[config.mk]
export PLATFORM = sky130hd
export DESIGN_NAME = control_sequencer_flat
export DESIGN_NICKNAME = d
export VERILOG_FILES = /design/src/rtl/control_sequencer_if.sv /design/src/rtl/control_sequencer.sv /design/src/flat_wrapper.sv
export SDC_FILE = /design/constraint.sdc
export NUM_CORES = 1
export LEC_CHECK = 0
export ABC_AREA = 0
export ABC_CLOCK_PERIOD_IN_PS = 1900
export BUFFER_PORTS_ARGS = -buffer_cell sky130_fd_sc_hd__buf_2
export CORE_ASPECT_RATIO = 0.8
export CORE_MARGIN = 5
export CORE_UTILIZATION = 34
export CTS_CLUSTER_DIAMETER = 60
export DETAILED_ROUTE_END_ITERATION = 6
export PLACE_DENSITY_LB_ADDON = 0.08
export SYNTH_ARGS = -nofsm -noshare
export SYNTH_HDL_FRONTEND = slang
export SYNTH_SLANG_ARGS = --single-unit
[constraint.sdc]
create_clock -name Clock -period 1.9 [get_ports Clock]
set_clock_uncertainty 0.15 [all_clocks]
set_input_delay 0.095 -clock Clock [delete_from_list [all_inputs] [get_ports Clock]]
set_output_delay 0.095 -clock Clock [all_outputs]
set_load 0.05 [all_outputs]
[src/rtl/control_sequencer_if.sv]
// -----------------------------------------------------------------------------
// control_sequencer_if
//   Bundles the instruction/handshake inputs and every datapath strobe driven
//   by control_sequencer. Clock and clear stay plain ports on the modules.
//
//   Optional feature macro: MFHILO_EN (adds the HIout/LOout strobes).
//
//   Signals
//     IR        32    instruction register contents (from datapath)
//     Mem_ready 1     memory read data valid this cycle
//     Stop      1     level-sensitive halt request
//     PCout, PCin, IncPC, MARin, MDRin, MDRout, Read, IRin   fetch strobes
//     Yin, Zin, Zhighout, Zlowout, HIin, LOin                execute strobes
//     HIout, LOout (MFHILO_EN only)                          HI/LO bus drives
//     Rout_sel  NREG  one-hot register drive onto bus
//     Rin_sel   NREG  one-hot register load from bus
//     alu_op    OPW   ALU operation code
//     Run       1     executing
//     Illegal   1     unsupported-opcode pulse
//
//   Modports
//     master : the control unit (consumes IR/handshake, drives strobes)
//     slave  : the datapath side (drives IR/handshake, consumes strobes)
// -----------------------------------------------------------------------------
interface control_sequencer_if #(
  parameter int OPW  = 5,
  parameter int NREG = 16
);
  logic [31:0]     IR;
  logic            Mem_ready;
  logic            Stop;

  logic            PCout;
  logic            PCin;
  logic            IncPC;
  logic            MARin;
  logic            MDRin;
  logic            MDRout;
  logic            Read;
  logic            IRin;

  logic            Yin;
  logic            Zin;
  logic            Zhighout;
  logic            Zlowout;
  logic            HIin;
  logic            LOin;
`ifdef MFHILO_EN
  logic            HIout;
  logic            LOout;
`endif

  logic [NREG-1:0] Rout_sel;
  logic [NREG-1:0] Rin_sel;
  logic [OPW-1:0]  alu_op;
  logic            Run;
  logic            Illegal;

  modport master (
    input  IR, Mem_ready, Stop,
`ifdef MFHILO_EN
    output HIout, LOout,
`endif
    output PCout, PCin, IncPC, MARin, MDRin, MDRout, Read, IRin,
    output Yin, Zin, Zhighout, Zlowout, HIin, LOin,
    output Rout_sel, Rin_sel, alu_op, Run, Illegal
  );

  modport slave (
    output IR, Mem_ready, Stop,
`ifdef MFHILO_EN
    input  HIout, LOout,
`endif
    input  PCout, PCin, IncPC, MARin, MDRin, MDRout, Read, IRin,
    input  Yin, Zin, Zhighout, Zlowout, HIin, LOin,
    input  Rout_sel, Rin_sel, alu_op, Run, Illegal
  );
endinterface

[src/rtl/control_sequencer.sv]
// -----------------------------------------------------------------------------
// control_sequencer
//   Hardwired control unit for instruction fetch and ALU-class execute
//   (add/sub/and/or/mul/div). One state per clock; every strobe is decoded
//   from the state register (plus the IR register contents, which are a
//   registered datapath value and stable from T3 on).
//
//   Optional feature macro: MFHILO_EN
//     defined   : mfhi (11000) / mflo (11001) supported, HIout/LOout present
//     undefined : those opcodes take the illegal path
//
//   Ports
//     Clock  in  system clock, posedge
//     clear  in  asynchronous reset, active-low
//     bus    control_sequencer_if.master (IR, Mem_ready, Stop in; strobes out)
// -----------------------------------------------------------------------------
module control_sequencer #(
  parameter int OPW  = 5,
  parameter int NREG = 16
) (
  input  logic                 Clock,
  input  logic                 clear,
  control_sequencer_if.master  bus
);

  localparam logic [3:0] S_RESET = 4'd0;
  localparam logic [3:0] S_T0    = 4'd1;
  localparam logic [3:0] S_T1    = 4'd2;
  localparam logic [3:0] S_T2    = 4'd3;
  localparam logic [3:0] S_T3    = 4'd4;
  localparam logic [3:0] S_T4    = 4'd5;
  localparam logic [3:0] S_T5    = 4'd6;
  localparam logic [3:0] S_T6    = 4'd7;
  localparam logic [3:0] S_HALT  = 4'd8;

  localparam logic [OPW-1:0] OP_ADD  = OPW'(5'b00011);
  localparam logic [OPW-1:0] OP_SUB  = OPW'(5'b00100);
  localparam logic [OPW-1:0] OP_AND  = OPW'(5'b00101);
  localparam logic [OPW-1:0] OP_OR   = OPW'(5'b00110);
  localparam logic [OPW-1:0] OP_MUL  = OPW'(5'b01111);
  localparam logic [OPW-1:0] OP_DIV  = OPW'(5'b10000);
`ifdef MFHILO_EN
  localparam logic [OPW-1:0] OP_MFHI = OPW'(5'b11000);
  localparam logic [OPW-1:0] OP_MFLO = OPW'(5'b11001);
`endif

  logic [3:0] state_q, state_d;
  logic       stop_pend_q, stop_pend_d;

  // Instruction field decode
  logic [OPW-1:0]  op;
  logic [3:0]      ra, rb, rc;
  logic [NREG-1:0] ra_sel, rb_sel, rc_sel;
  logic            is_alu2, is_muldiv, is_mf, is_legal, halt_req;
  logic            ir_unused;

  assign op        = bus.IR[31 -: OPW];
  assign ra        = bus.IR[26:23];
  assign rb        = bus.IR[22:19];
  assign rc        = bus.IR[18:15];
  assign ir_unused = ^bus.IR[14:0];
  assign ra_sel    = NREG'(1) << ra;
  assign rb_sel    = NREG'(1) << rb;
  assign rc_sel    = NREG'(1) << rc;

  assign is_alu2   = (op == OP_ADD) || (op == OP_SUB) ||
                     (op == OP_AND) || (op == OP_OR);
  assign is_muldiv = (op == OP_MUL) || (op == OP_DIV);
`ifdef MFHILO_EN
  assign is_mf     = (op == OP_MFHI) || (op == OP_MFLO);
`else
  assign is_mf     = 1'b0;
`endif
  assign is_legal  = is_alu2 || is_muldiv || is_mf;

  // A Stop seen in the same cycle as the instruction boundary still counts.
  assign halt_req  = stop_pend_q | bus.Stop;

  // Next-state logic
  always_comb begin
    state_d     = state_q;
    stop_pend_d = stop_pend_q;
    if (state_q != S_RESET) begin
      stop_pend_d = stop_pend_q | bus.Stop;
    end
    case (state_q)
      S_RESET: state_d = S_T0;
      S_T0:    state_d = S_T1;
      S_T1:    state_d = bus.Mem_ready ? S_T2 : S_T1;
      S_T2:    state_d = S_T3;
      S_T3: begin
        if (!is_legal || is_mf) begin
          state_d = halt_req ? S_HALT : S_T0;
        end else begin
          state_d = S_T4;
        end
      end
      S_T4:    state_d = S_T5;
      S_T5: begin
        if (is_muldiv) begin
          state_d = S_T6;
        end else begin
          state_d = halt_req ? S_HALT : S_T0;
        end
      end
      S_T6:    state_d = halt_req ? S_HALT : S_T0;
      S_HALT:  state_d = S_HALT;
      default: state_d = S_RESET;
    endcase
  end

  // State register
  always_ff @(posedge Clock or negedge clear) begin
    if (!clear) begin
      state_q     <= S_RESET;
      stop_pend_q <= 1'b0;
    end else begin
      state_q     <= state_d;
      stop_pend_q <= stop_pend_d;
    end
  end

  // Output decode
  logic            pcout, pcin, incpc, marin, mdrin, mdrout, rd, irin;
  logic            yin, zin, zhighout, zlowout, hiin, loin, hiout, loout;
  logic [NREG-1:0] rout_sel, rin_sel;
  logic [OPW-1:0]  alu_op;
  logic            run, illegal;

  always_comb begin
    pcout    = 1'b0;
    pcin     = 1'b0;
    incpc    = 1'b0;
    marin    = 1'b0;
    mdrin    = 1'b0;
    mdrout   = 1'b0;
    rd       = 1'b0;
    irin     = 1'b0;
    yin      = 1'b0;
    zin      = 1'b0;
    zhighout = 1'b0;
    zlowout  = 1'b0;
    hiin     = 1'b0;
    loin     = 1'b0;
    hiout    = 1'b0;
    loout    = 1'b0;
    rout_sel = '0;
    rin_sel  = '0;
    alu_op   = '0;
    run      = 1'b0;
    illegal  = 1'b0;
    case (state_q)
      S_T0: begin
        run   = 1'b1;
        pcout = 1'b1;
        marin = 1'b1;
        pcin  = 1'b1;
        incpc = 1'b1;
      end
      S_T1: begin
        run   = 1'b1;
        rd    = 1'b1;
        mdrin = 1'b1;
      end
      S_T2: begin
        run    = 1'b1;
        mdrout = 1'b1;
        irin   = 1'b1;
      end
      S_T3: begin
        run = 1'b1;
        if (!is_legal) begin
          illegal = 1'b1;
        end else if (is_mf) begin
          // mfhi/mflo: HI or LO straight onto the bus into Ra.
          hiout   = (op[0] == 1'b0);
          loout   = (op[0] == 1'b1);
          rin_sel = ra_sel;
        end else begin
          rout_sel = rb_sel;
          yin      = 1'b1;
        end
      end
      S_T4: begin
        run      = 1'b1;
        rout_sel = rc_sel;
        alu_op   = op;
        zin      = 1'b1;
      end
      S_T5: begin
        run     = 1'b1;
        zlowout = 1'b1;
        if (is_muldiv) begin
          loin = 1'b1;
        end else begin
          rin_sel = ra_sel;
        end
      end
      S_T6: begin
        run      = 1'b1;
        zhighout = 1'b1;
        hiin     = 1'b1;
      end
      default: ;
    endcase
  end

  assign bus.PCout    = pcout;
  assign bus.PCin     = pcin;
  assign bus.IncPC    = incpc;
  assign bus.MARin    = marin;
  assign bus.MDRin    = mdrin;
  assign bus.MDRout   = mdrout;
  assign bus.Read     = rd;
  assign bus.IRin     = irin;
  assign bus.Yin      = yin;
  assign bus.Zin      = zin;
  assign bus.Zhighout = zhighout;
  assign bus.Zlowout  = zlowout;
  assign bus.HIin     = hiin;
  assign bus.LOin     = loin;
  assign bus.Rout_sel = rout_sel;
  assign bus.Rin_sel  = rin_sel;
  assign bus.alu_op   = alu_op;
  assign bus.Run      = run;
  assign bus.Illegal  = illegal;
`ifdef MFHILO_EN
  assign bus.HIout    = hiout;
  assign bus.LOout    = loout;
`else
  logic mf_unused;
  assign mf_unused = hiout | loout;
`endif

endmodule

[src/flat_wrapper.sv]
// flat-port wrapper written by rule: the top's interface ports become plain ports
module control_sequencer_flat 
#(
  parameter int OPW  = 5,
  parameter int NREG = 16
)
  (Clock, clear, bus_IR, bus_Mem_ready, bus_Stop, bus_PCout, bus_PCin, bus_IncPC, bus_MARin, bus_MDRin, bus_MDRout, bus_Read, bus_IRin, bus_Yin, bus_Zin, bus_Zhighout, bus_Zlowout, bus_HIin, bus_LOin, bus_Rout_sel, bus_Rin_sel, bus_alu_op, bus_Run, bus_Illegal);
  control_sequencer_if #(.OPW(OPW), .NREG(NREG)) bus_i ();
  input  logic Clock;
  input  logic clear;
  input wire logic [$bits(bus_i.IR)-1:0] bus_IR;
  input wire logic [$bits(bus_i.Mem_ready)-1:0] bus_Mem_ready;
  input wire logic [$bits(bus_i.Stop)-1:0] bus_Stop;
  output wire logic [$bits(bus_i.PCout)-1:0] bus_PCout;
  output wire logic [$bits(bus_i.PCin)-1:0] bus_PCin;
  output wire logic [$bits(bus_i.IncPC)-1:0] bus_IncPC;
  output wire logic [$bits(bus_i.MARin)-1:0] bus_MARin;
  output wire logic [$bits(bus_i.MDRin)-1:0] bus_MDRin;
  output wire logic [$bits(bus_i.MDRout)-1:0] bus_MDRout;
  output wire logic [$bits(bus_i.Read)-1:0] bus_Read;
  output wire logic [$bits(bus_i.IRin)-1:0] bus_IRin;
  output wire logic [$bits(bus_i.Yin)-1:0] bus_Yin;
  output wire logic [$bits(bus_i.Zin)-1:0] bus_Zin;
  output wire logic [$bits(bus_i.Zhighout)-1:0] bus_Zhighout;
  output wire logic [$bits(bus_i.Zlowout)-1:0] bus_Zlowout;
  output wire logic [$bits(bus_i.HIin)-1:0] bus_HIin;
  output wire logic [$bits(bus_i.LOin)-1:0] bus_LOin;
  output wire logic [$bits(bus_i.Rout_sel)-1:0] bus_Rout_sel;
  output wire logic [$bits(bus_i.Rin_sel)-1:0] bus_Rin_sel;
  output wire logic [$bits(bus_i.alu_op)-1:0] bus_alu_op;
  output wire logic [$bits(bus_i.Run)-1:0] bus_Run;
  output wire logic [$bits(bus_i.Illegal)-1:0] bus_Illegal;
  assign bus_i.IR = bus_IR;
  assign bus_i.Mem_ready = bus_Mem_ready;
  assign bus_i.Stop = bus_Stop;
  assign bus_PCout = bus_i.PCout;
  assign bus_PCin = bus_i.PCin;
  assign bus_IncPC = bus_i.IncPC;
  assign bus_MARin = bus_i.MARin;
  assign bus_MDRin = bus_i.MDRin;
  assign bus_MDRout = bus_i.MDRout;
  assign bus_Read = bus_i.Read;
  assign bus_IRin = bus_i.IRin;
  assign bus_Yin = bus_i.Yin;
  assign bus_Zin = bus_i.Zin;
  assign bus_Zhighout = bus_i.Zhighout;
  assign bus_Zlowout = bus_i.Zlowout;
  assign bus_HIin = bus_i.HIin;
  assign bus_LOin = bus_i.LOin;
  assign bus_Rout_sel = bus_i.Rout_sel;
  assign bus_Rin_sel = bus_i.Rin_sel;
  assign bus_alu_op = bus_i.alu_op;
  assign bus_Run = bus_i.Run;
  assign bus_Illegal = bus_i.Illegal;
  control_sequencer #(.OPW(OPW), .NREG(NREG)) u_core (.Clock(Clock), .clear(clear), .bus(bus_i));
endmodule
======== After elaboration in Yosys (flattened, before gate mapping) ========
Index checks and enable logic that the tools add are counted.
word-level totals
  register bits ........................... 5
  bits of input ports ..................... 36
  output and inout bits ................... 53
  word-level logic and storage cells ...... 51
cells by class
  equal/unequal tests ..................... 14
  shift operators ......................... 3
  multiplexer cells ....................... 23
  bitwise operators ....................... 1
  reductions and logical operators ........ 8
operators with widths
  cell                                                                number
  16-bit two-way mux                                                  3
  1-bit by 4-bit << shifter with 16-bit output, first input constant  3
  4-bit one-hot mux with 9 select lines                               1
  16-bit one-hot mux with 2 select lines                              1
  4-bit by 3-bit == test with 1-bit output, second input constant     4
  5-bit by 3-bit == test with 1-bit output, second input constant     3
  1-bit two-way mux                                                   14
  4-bit two-way mux                                                   3
  4-bit by 2-bit == test with 1-bit output, second input constant     2
  7-bit OR reduction                                                  1
  5-bit by 2-bit == test with 1-bit output, second input constant     1
  5-bit by 4-bit == test with 1-bit output, second input constant     1
  5-bit == test, second input constant                                1
  1-bit logical OR                                                    5
  5-bit two-way mux                                                   1
  4-bit by 1-bit == test with 1-bit output, second input constant     1
  4-bit == test, second input constant                                1
  4-bit zero test                                                     1
  4-bit nonzero test                                                  1
  1-bit bitwise OR                                                    1

======== Longest topological paths before layout ========
Gate-level depths: netlist of the first run.
  depth in word-level cells ............... 7
  mapped depth ............................ 5
  mapped depth without buffers ............ 4

======== Worst setup path after synthesis of the first run ========
No wires, ideal clock.
  path kind ............................... register -> output
  start point ............................. reg u_core.state_q[1]
  end point ............................... out bus_Rin_sel[1]
  arrival ................................. 2.896 ns
  data required time ...................... 1.655 ns
  setup slack ............................. -1.241 ns
  stages on the path, launching flop included .. 6
  buffers on the path ..................... 1
  path through ............................ dfrtp_1 buf_2 nand2b_1 nor2_1 nand4b_1 nor3_1
on the way
  longest elaborated chain between the ends .. 2
ends and longest elaborated chain
  element                                   line                      text
  from (decl)                               control_sequencer.sv:47   logic [3:0] state_q, state_d;
  from (signal assigned)                    control_sequencer.sv:118  state_q <= state_d;
  4-bit by 3-bit == test with 1-bit output  control_sequencer.sv:152  case (state_q)
  16-bit two-way mux                        n/a
  to (decl)                                 flat_wrapper.sv:29        output wire logic [$bits(bus_i.Rin_sel)-1:0] bus_Rin_sel;
Every way passes these cells.

======== Worst setup path after layout of the first run ========
  start point ............................. reg u_core.state_q[0]
  end point ............................... out bus_Rout_sel[12]
on the way
  longest elaborated chain between the ends .. 2
  elaborated cells on any way between the ends .. 3
  those cells by class .................... 2 x eq/ne; 1 x mux
ends and longest elaborated chain
  element                                   line                      text
  4-bit by 3-bit == test with 1-bit output  control_sequencer.sv:152
  16-bit one-hot mux with 2 select lines *  control_sequencer.sv:152
  to (decl)                                 flat_wrapper.sv:28        output wire logic [$bits(bus_i.Rout_sel)-1:0] bus_Rout_sel;
Mark *: on every way between the ends. The rest lies on a longest branch, timed or not.

==> key figures, run 1 <==
Yosys
  – Post-synth ARST share: 100%
  – Cell count after synthesis: 145
  – Post-synth top area cell: dfrtp_1
  – Seq/Total Area, Yosys: 12.8%
  – Area contributors post-synth: dfrtp_1 13%, nor2_1 9.6%, nand2_1 6.5%
  – Synth Register Bits: 5
  – Yosys top cell area share: 12.8%
  – Top cells by count, synth: 25 x nor2_1, 17 x nand2_1, 9 x nor3_1
  – Synth warnings: 0
  – Mux contribution to synthesized area: 3.07%
  – Mapped Nets: 181
  – Synth Area in Compound Gates: 21.7%
  – Simple-Gate Fraction of Synth Area: 53.0%
  – Combinational family with the most area after synthesis: simple AND/OR/NAND/NOR gates
  – Most common cell in the netlist: nor2_1
  – Mean Syn Cell Area: about 6.8 um2
  – Adder-cell share of the synthesized area: 0%
  – Number of flops mapped to enable cells by yosys: 0
  – Synth Flop Type: dfrtp_1
  – Xor and xnor area share after synthesis: 0.894%
  – Mapped cell area: 980 um2
  – Synth cell types: 46

Drt
  – Starting DRT DRC Count: between 90 and 100
  – DR pass1 iterations: 4
  – Avg Vias per Cell: 5.61
  – Routed wire length: 4.81 mm
  – Detailed-route DRC error count: 0
  – DR WL/cell: 17.6 um
  – Routed vias: 1536
  – Post-route ant nets: 0

Worst setup path
  – Startpoint Class: flop
  – Worst reg-to-reg setup slack: 0.25 ns
  – Worst endpoint required time: around 1.7 ns
  – Reg-to-Reg End: u_core.state_q[2]
  – Kind of critical path: reg -> out
  – Critical R2R Launch: u_core.state_q[3]
  – R2R depth: 5
  – Critical Path AT: 1.95 ns
  – Max FO, Critical Path: 4
  – Crit end category: output port

STA
  – Hold_ws: between 0.04 and 0.05 ns
  – Slew Limit Fails: 0
  – RSZ-0062 raised after global routing: yes
  – Fin crit share: 116%
  – # setup viols final: 37
  – Least-Margin Pin Slew: around 0.55 ns
  – Final hold violation count: 0
  – Fin worst setup slack: -0.300 ns
  – Clock period minus worst slack: 2.20 ns
  – Worst rel slew slack: approximately 63%
  – Fmax: 0.455 GHz
  – Setup TNS: -3.76 ns

Clock network
  – CTS root buffer: clkbuf_4
  – Clk sinks: 5
  – Clock transition at path regs: 0.04 ns
  – Max Buffers Root-to-Sink: 2
  – CTS tree: done
  – H-tree Lvls: 1
  – Clock latency on the worst-skew pair: about 0.24 ns
  – CTS Buf Count: 3

Power and ir drop
  – Combinational share of power: 83.6%
  – Clock share of power: 6.3%
  – Cell-internal power: 779 uW
  – Sw frac: 59.5%
  – P_leak: ~0.9 nW
  – P per Cell Area: 808 nW/um2
  – Final total power: 1.92 mW
  – Worst vdd ir: 0.456 mV
  – P_sw: 1.14 mW
  – Register share of total power: a little over 10%

Outcome
  – Failing checks: negative setup slack
  – Status: complete, but fails checks

Global route
  – Number of global-route vias before repair: 1557
  – First-pass GRT wire length: around 7.3 mm
  – Largest net degree at the start of global routing: 16
  – Global route overflow: 0
  – Antenna violations before repair: 0
  – Total global-route track usage: between 20% and 30%

Final layout
  – Number of antenna diodes: 0
  – Final nets: 273
  – Syn-to-layout area delta: 143%
  – Cell Count, Final, Fillers Out: 274
  – Number of fill cells: ~140
  – Share of cells above drive strength 1: about 69%

Floorplan
  – Die width: 70.0 um
  – Rows: 17
  – Die area: 4060 um2
  – Num ports: 89
  – Die Ht: 58.0 um
  – Initial core utilization: 35.4%
  – Core ar.: about 2800 um2

Place
  – Post-DP HPWL: between 3 and 4 mm
  – Placed instance count: 264
  – Buffers on Ports: 73
  – DP Worst Slack: -0.207 ns
  – GPL Wtd Cong: 0.821

Hold path
  – Hold WC Path Type: in -> async

Run
  – Max-cap viol count: 0
## how the worst max path moves through the flow
stage                       from                to  slack, ns  cells after the start
4_1_cts        u_core.state_q[1]  bus_Rout_sel[12]      -0.34                      6
2_1_floorplan  u_core.state_q[0]  bus_Rout_sel[12]      -0.41                      4
3_5_place_dp   u_core.state_q[0]  bus_Rout_sel[12]      -0.21                      5
5_1_grt        u_core.state_q[1]  bus_Rout_sel[12]      -0.39                      6
6_report       u_core.state_q[0]  bus_Rout_sel[12]      -0.30                      6
3_3_place_gp   u_core.state_q[0]  bus_Rout_sel[12]      -0.20                      5
## kinds of logic (layout without fill, tap and decap cells)
| kind of cell | after synthesis | in the layout |
|---|---|---|
| compound gates | 28 | 28 |
| buf+inv | 14 | 105 |
| mux | 3 | 3 |
| simple gates | 94 | 94 |
| flops | 5 | 5 |
| xor+xnor | 1 | 1 |
## critical path: stages, from the launching register on
cell and delay, ns:
dfrtp_1 0.40, nor4b_4 0.26, buf_4 0.17, nand2_2 0.05, or4b_4 0.48, o22ai_2 0.16
buf_6 0.18
## cell type report
| class | instances | area, um2 | share of cell area [%] |
|---|---|---|---|
| multi-input combinational | 126 | 1270 | 53.2 |
| clock buffer | 4 | 26.3 | 1.10 |
| inverter | 1 | 3.75 | 0.158 |
| tap | 38 | 47.5 | 2.00 |
| timing repair buffer | 100 | 908 | 38.2 |
| sequential | 5 | 126 | 5.31 |
## state kept, by name, summed over array words and instances, names as in the netlist
name and cells:
u_core.state_q 4, u_core.stop_pend_q 1
## through the flow
step           cell area (um2)  utilization, %
2_1_floorplan             1390               -
3_3_place_gp              1890            68.2
3_5_place_dp              1890            68.2
4_1_cts                   2230            80.5
5_1_grt                   2380            86.0
6_report                  2380            86.0
## what timing repair did
| action | CTS | global route |
|---|---|---|
| hold buffers | 2 | 0 |
| buffers inserted | 1 | 4 |
| pin swaps | 9 | 12 |
| setup endpoints to repair | 40 | 45 |
| endpoints found under the hold margin | 6 | 0 |
| resized for setup | 86 | 40 |
## cell usage in the layout (no fill, tap or decap), types with 3 or more instances in the layout
master,n
nor2_2,3
nor2_1,7
nor3_4,7
or4b_4,3
and2_1,3
nor2b_1,5
and2_4,3
o31ai_4,6
nor2_4,15
nand2b_1,4
clkbuf_4,4
buf_6,32
o32ai_4,5
nand3b_1,3
nand2_1,16
dfrtp_1,4
buf_8,12
buf_4,24
buf_2,28
mux2i_1,3
nand3_1,4
## power by group through the flow
stage	logic, mW	clock network, mW	registers [mW]
final	1.61	0.121	0.194
after global routing	1.67	0.134	0.200
after CTS	1.49	0.126	0.188
after detailed placement	1.41	0	0.188
after global placement	1.40	0	0.185
after floorplan	1.12	0	0.196
## metal layers
layer  share of wire, %  GRT usage (%)
met2                 53           38.8
met4               0.42           6.56
met5                  0              0
met3                6.0           5.37
met1                 41           26.6
Power figures use the tool's default switching activity.
==> run 2: changes to the inputs <==
--- a/config.mk
+++ b/config.mk
@@ -10,7 +10,8 @@
 export BUFFER_PORTS_ARGS = -buffer_cell sky130_fd_sc_hd__buf_2
 export CORE_ASPECT_RATIO = 0.8
 export CORE_MARGIN = 5
-export CORE_UTILIZATION = 34
+export CORE_UTILIZATION = 35
+export CTS_BUF_LIST = sky130_fd_sc_hd__clkbuf_2 sky130_fd_sc_hd__clkbuf_4 sky130_fd_sc_hd__clkbuf_8
 export CTS_CLUSTER_DIAMETER = 60
 export DETAILED_ROUTE_END_ITERATION = 6
 export PLACE_DENSITY_LB_ADDON = 0.08
==> key figures, run 2 (same netlist as run 1, synthesis figures left out) <==
Final layout
  – Max FFs per register: 4
  – Most frequent cells in the layout: 40 x buf_6, 28 x buf_2, 20 x buf_4
  – Number of antenna diodes: 0
  – Most flops, register: u_core.state_q
  – Syn-to-layout area delta: 164%
  – Share of cells above drive strength 1: 73.8%
  – Design area: 2580 um2
  – Top Registers: u_core.state_q (4), u_core.stop_pend_q (1)
  – Most common cell after layout, fill and taps aside: buf_6
  – Final nets: around 280

Place
  – Post-DP HPWL: ~3.3 mm
  – GPL Wtd Cong: 0.856
  – DP Worst Slack: -0.208 ns
  – Buffers on Ports: 73
  – DP Area: 1910 um2

Worst setup path
  – Kind of critical path: reg -> out
  – Critical path's most frequent cell: buf_6
  – Crit end category: output port
  – Worst endpoint required time: 1.65 ns
  – Critical Path AT: 2.10 ns
  – R2R depth: 8
  – Max FO, Critical Path: 7
  – Startpoint Class: flop
  – Crit-path cells: nor4b_4 > nand2_2 > buf_4 > buf_6 > buf_12 > nor2_4 > o2bb2ai_4 > buf_6
  – Slowest Stage Delay on Critical Path: 0.44 ns
  – Critical-path top delay cell: nor4b_4

Power and ir drop
  – P_leak: ~0.98 nW
  – P per Cell Area: 887 nW/um2
  – Worst vdd ir: 0.599 mV

Drt
  – Detailed-route DRC error count: 0
  – Routed vias: between 1500 and 2000
  – DR pass1 iterations: 5
  – Routed wire length: 7.54 mm
  – DR WL/cell: 26.7 um
  – Starting DRT DRC Count: between 200 and 250
  – Avg Vias per Cell: 6.56
  – Post-route ant nets: 0

Global route
  – Largest net degree at the start of global routing: 16
  – Total global-route track usage: 25.9%
  – Number of global-route vias before repair: 1683
  – Global route overflow: 0
  – Antenna violations before repair: 0
  – First-pass GRT wire length: about 8.5 mm

Floorplan
  – Rows: 17
  – Die area: 3960 um2
  – Num ports: 89
  – Core ar.: 2720 um2
  – Die Ht: 57.3 um
  – Initial core utilization: 36.0%
  – Die width: 69.2 um

Clock network
  – H-tree Lvls: 1
  – CTS Buf Count: 3
  – Clock transition at path regs: 0.06 ns
  – Clock latency on the worst-skew pair: 0.26 ns
  – CTS tree: done
  – CTS root buffer: clkbuf_4
  – Max Buffers Root-to-Sink: 2
  – Clk sinks: 5

STA
  – Fmax: ~0.43 GHz
  – Fin worst setup slack: -0.442 ns
  – # setup viols final: 53
  – RSZ-0062 raised after global routing: yes
  – Worst rel slew slack: 58.3%
  – Final hold violation count: 0
  – Slew Limit Fails: 0
  – Least-Margin Pin Slew: 0.613 ns
  – Fin crit share: 123%
  – Clock period minus worst slack: 2.34 ns

Outcome
  – Failing checks: negative setup slack
  – Status: complete, but fails checks

Hold path
  – Hold WC Path Type: in -> async

Run
  – Max-cap viol count: 0
-- run 2: changes by cell type in the layout (fill, tap and decap cells not counted), moves of 2 or more --
cell / before / now
o31ai_2: 2 / 0
buf_8: 12 / 15
buf_12: 1 / 3
buf_6: 32 / 40
buf_4: 24 / 20
nand2_1: 16 / 12
nand2_2: 2 / 6
and2_1: 3 / 1
nor2_4: 15 / 18
and2_4: 3 / 5
nor2_2: 3 / 1
o31ai_4: 6 / 8
-- run 2: path summary, 6_finish.rpt --
path | to | slack (ns) | startpoint
max | bus_Rout_sel[14] | -0.44 | u_core.state_q[1]
min | u_core.state_q[2] | 0.06 | clear
max reg2reg | u_core.state_q[2] | -0.02 | u_core.state_q[1]
min reg2reg | u_core.stop_pend_q | 0.35 | u_core.stop_pend_q
max in group asynchronous | u_core.stop_pend_q | 1.37 | clear
min in group Clock | u_core.state_q[3] | 0.26 | bus_IR[31]
-- run 2: what timing repair did --
action,in CTS,in global routing
endpoints found under the hold margin,6,0
setup buffers,5,5
setup endpoints to repair,39,45
hold buffers,2,0
gates resized for setup,106,58
pin swaps,17,15
-- run 2: area by class of cell --
class                           count  area [um2]
Clock buffer                        3        22.5
Clock inverter                      1        5.00
Fill cell                          79         138
Inverter                            1        3.75
Multi-Input combinational cell    126        1330
Sequential cell                     5         126
Tap cell                           38        47.5
Timing Repair Buffer              108        1050
-- run 2: power breakdown --
group	internal [mW]	total [mW]	leakage, nW	switching (mW)
combinational	0.701	1.95	0.907	1.25
clock	0.0771	0.135	0.0177	0.0584
sequential	0.148	0.210	0.0587	0.0621
-- run 2: layer usage --
metal	routed length, um	track usage (%)	vias to the layer above
li1	-	-	728
met1	2630	32.5	894
met2	3700	48.9	184
met3	778	4.40	45
met4	430	0.836	0
met5	0	0	-
-- run 2: critical path: cells and delay by family (launching register included) --
| family | cells | cell delay (ns) |
|---|---|---|
| buffers and inverters | 4 | 0.59 |
| AOI/OAI and AO/OA | 1 | 0.15 |
| and+or+nand+nor | 3 | 0.67 |
| DFF | 1 | 0.42 |
-- run 2: stage by stage --
| step | instances | hold slack [ns] | TNS (ns) | power, mW | utilization (%) |
|---|---|---|---|---|---|
| finish | 282 | 0.0646 | -10.73 | 2.29 | 94.9 |
| global route | 282 | 0.0600 | -13.40 | 2.34 | 94.9 |
| CTS | 277 | 0.0358 | -3.84 | 1.91 | 86.6 |
| detailed placement | 267 | -0.235 | -1.61 | 1.62 | 70.1 |
| global placement | 267 | -0.239 | -1.02 | 1.61 | 70.1 |
| floorplan | 145 | -0.351 | -4.68 | 1.31 | - |
==> run 3: changes to the inputs <==
--- a/config.mk
+++ b/config.mk
@@ -5,7 +5,7 @@
 export SDC_FILE = /design/constraint.sdc
 export NUM_CORES = 1
 export LEC_CHECK = 0
-export ABC_AREA = 0
+export ABC_AREA = 1
 export ABC_CLOCK_PERIOD_IN_PS = 1900
 export BUFFER_PORTS_ARGS = -buffer_cell sky130_fd_sc_hd__buf_2
 export CORE_ASPECT_RATIO = 0.8
==> key figures, run 3 <==
Outcome
  – Status: complete, but fails checks
  – Failing checks: negative setup slack

Floorplan
  – Core ar.: approximately 2800 um2
  – Die width: 70.0 um
  – Initial core utilization: 36.4%
  – Rows: 17
  – Die Ht: 58.0 um
  – Die area: 4060 um2
  – Num ports: 89

Worst setup path
  – Startpoint Class: flop
  – R2R depth: 8
  – Critical-path top delay cell: dfrtp_1
  – Slowest Stage Delay on Critical Path: 0.39 ns
  – Reg-to-Reg End: u_core.state_q[2]
  – CP top delay family: buffers and inverters
  – Kind of critical path: reg -> out
  – Crit-path cells: buf_6 > nor3_4 > inv_4 > nor2_4 > buf_6 > nand2_2 > o21ai_4 > buf_6
  – Critical R2R Launch: u_core.state_q[1]
  – Crit end category: output port
  – Max FO, Critical Path: 4
  – Critical Path AT: 1.68 ns
  – Buf+Inv Stages, Crit Path: 4
  – Worst endpoint required time: 1.65 ns
  – CP startpoint: u_core.state_q[1]
  – Worst reg-to-reg setup slack: between 0.3 and 0.4 ns
  – Critical path's most frequent cell: buf_6

Clock network
  – CTS tree: done
  – CTS Buf Count: 3
  – Clock transition at path regs: 0.05 ns
  – CTS root buffer: clkbuf_4
  – Clock latency on the worst-skew pair: 0.24 ns
  – Clk sinks: 5
  – Max Buffers Root-to-Sink: 2
  – H-tree Lvls: 1

STA
  – Final hold violation count: 0
  – Least-Margin Pin Slew: approximately 0.68 ns
  – Clock period minus worst slack: 1.93 ns
  – Fin worst setup slack: -0.0287 ns
  – RSZ-0062 raised after global routing: yes
  – Worst rel slew slack: 54.3%
  – Fmax: 0.518 GHz
  – Fin crit share: 102%
  – # setup viols final: 6
  – Slew Limit Fails: 0

Drt
  – Post-route ant nets: 0
  – Starting DRT DRC Count: 99
  – Routed wire length: 4.00 mm
  – Avg Vias per Cell: 4.89
  – Detailed-route DRC error count: 0
  – Routed vias: 1544
  – DR WL/cell: between 10 and 15 um
  – DR pass1 iterations: 5

Final layout
  – Number of antenna diodes: 0
  – Area occupied by multi-input gates: between 900 and 1000 um2
  – Top Registers: u_core.state_q (4), u_core.stop_pend_q (1)
  – Max FFs per register: 4
  – Final nets: 315
  – Most flops, register: u_core.state_q
  – Most frequent cells in the layout: 30 x buf_2, 26 x buf_6, 24 x nor2_1
  – Most common cell after layout, fill and taps aside: buf_2
  – Reg area: 126 um2
  – Share of cells above drive strength 1: between 50% and 60%
  – Number of fill cells: 228
  – Syn-to-layout area delta: 106%
  – Cell Count, Final, Fillers Out: 316
  – Design area: 2070 um2

Yosys
  – Mean Syn Cell Area: 5.33 um2
  – Cell count after synthesis: approximately 190
  – Synth warnings: 0
  – Synth cell types: 21
  – Number of flops mapped to enable cells by yosys: 0
  – Mapped Nets: 225
  – Mapped cell area: 1010 um2
  – Synth Flop Type: dfrtp_1
  – Top cells by count, synth: 42 x nand2_1, 36 x nor2_1, 25 x inv_1
  – Post-synth ARST share: 100%
  – Post-synth top area cell: nand2_1
  – Yosys top cell area share: 15.7%
  – Area contributors post-synth: nand2_1 16%, nor2_1 13%, dfrtp_1 12%
  – Most common cell in the netlist: nand2_1
  – Synth Register Bits: 5
  – Seq/Total Area, Yosys: between 10% and 20%

Power and ir drop
  – P per Cell Area: 725 nW/um2
  – Worst vdd ir: ~0.55 mV
  – P_leak: 1.07 nW

Place
  – DP Area: 1540 um2
  – Post-DP HPWL: 2.85 mm
  – Placed instance count: around 300
  – GPL Wtd Cong: roughly 0.81
  – Buffers on Ports: 73

Hold path
  – Hold WC Path Type: in -> async

Run
  – Max-cap viol count: 0

Global route
  – First-pass GRT wire length: 6.33 mm
  – Global-route met2 utilization: 32.7%
  – Number of global-route vias before repair: ~1400
  – Met3 GRT Util: between 4 and 5%
  – Largest net degree at the start of global routing: 10
  – Antenna violations before repair: 0
  – Total global-route track usage: 18.6%
  – Top Usage Layer GRT: met2
  – Met1 Use GR: 23.2%
  – Global route overflow: 0
run 3: cell types whose count changed after synthesis, sizes merged, moves of 7 or more:
cell and change:
o21ai +10, nand2b -7, nor2 +16, nand3 +10, nor3 +13, inv +27, o31ai -8, nand2 +27
run 3: per-layer routing:
| metal | vias to the layer above | wire [um] |
|---|---|---|
| li1 | 779 | - |
| met3 | 8 | 330 |
| met5 | - | 0 |
| met4 | 0 | 58 |
| met2 | 74 | 2030 |
| met1 | 683 | 1590 |
run 3: worst max path at each step:
stage | to | slack, ns | cells past startpoint
floorplan | bus_Rout_sel[11] | -0.36 | 5
finish | bus_Rout_sel[3] | -0.03 | 8
detailed placement | bus_Rout_sel[2] | 0.06 | 7
CTS | bus_Rin_sel[4] | -0.008 | 8
global placement | bus_Rout_sel[9] | 0.11 | 8
global route | bus_Rout_sel[3] | -0.10 | 8
run 3: worst register-to-register path, stage by stage (launching register included):
cell and delay, ns:
dfrtp_1 0.39, buf_6 0.14, inv_2 0.09, nor2_2 0.05, nand2_2 0.09, buf_4 0.13, inv_1 0.06, a21oi_1 0.18
nand3b_1 0.12
run 3: layout make-up:
class | count | share of cell area, %
Timing Repair Buffer | 93 | 38.1
Multi-Input combinational cell | 148 | 46.8
Clock buffer | 4 | 1.45
Inverter | 28 | 5.19
Tap cell | 38 | 2.29
Sequential cell | 5 | 6.10
run 3: logic make-up after synthesis:
family,share of synthesized area (%)
buffers and inverters,16.4
AO/OA/AOI/OAI,10.7
AND/OR/NAND/NOR,60.5
flip-flops,12.4
run 3: repair_timing:
| action | CTS | global route |
|---|---|---|
| endpoints found under the hold margin | 6 | 0 |
| resized for setup | 66 | 65 |
| hold buffers | 2 | 0 |
| endpoints found under the setup margin | 33 | 41 |
| buffers inserted | 5 | 6 |
| pin swaps | 4 | 11 |
run 3: metrics by stage:
step                hold slack, ns  utilization (%)  setup TNS (ns)  setup slack (ns)  power, mW
global route                0.0594             75.0           -1.63            -0.102       1.58
finish                      0.0414             75.0          -0.137           -0.0287       1.50
detailed placement          -0.234             55.8               0            0.0636       1.13
floorplan                   -0.351                -           -2.47            -0.360      0.966
global placement            -0.234             55.8               0             0.108       1.12
CTS                         0.0465             66.1         -0.0415          -0.00764       1.35
run 3: where the power goes:
part	total (mW)	internal (mW)	switching, mW
clock	0.141	0.0939	0.0476
sequential	0.184	0.141	0.0425
combinational	1.18	0.360	0.818
total	1.50	0.595	0.908
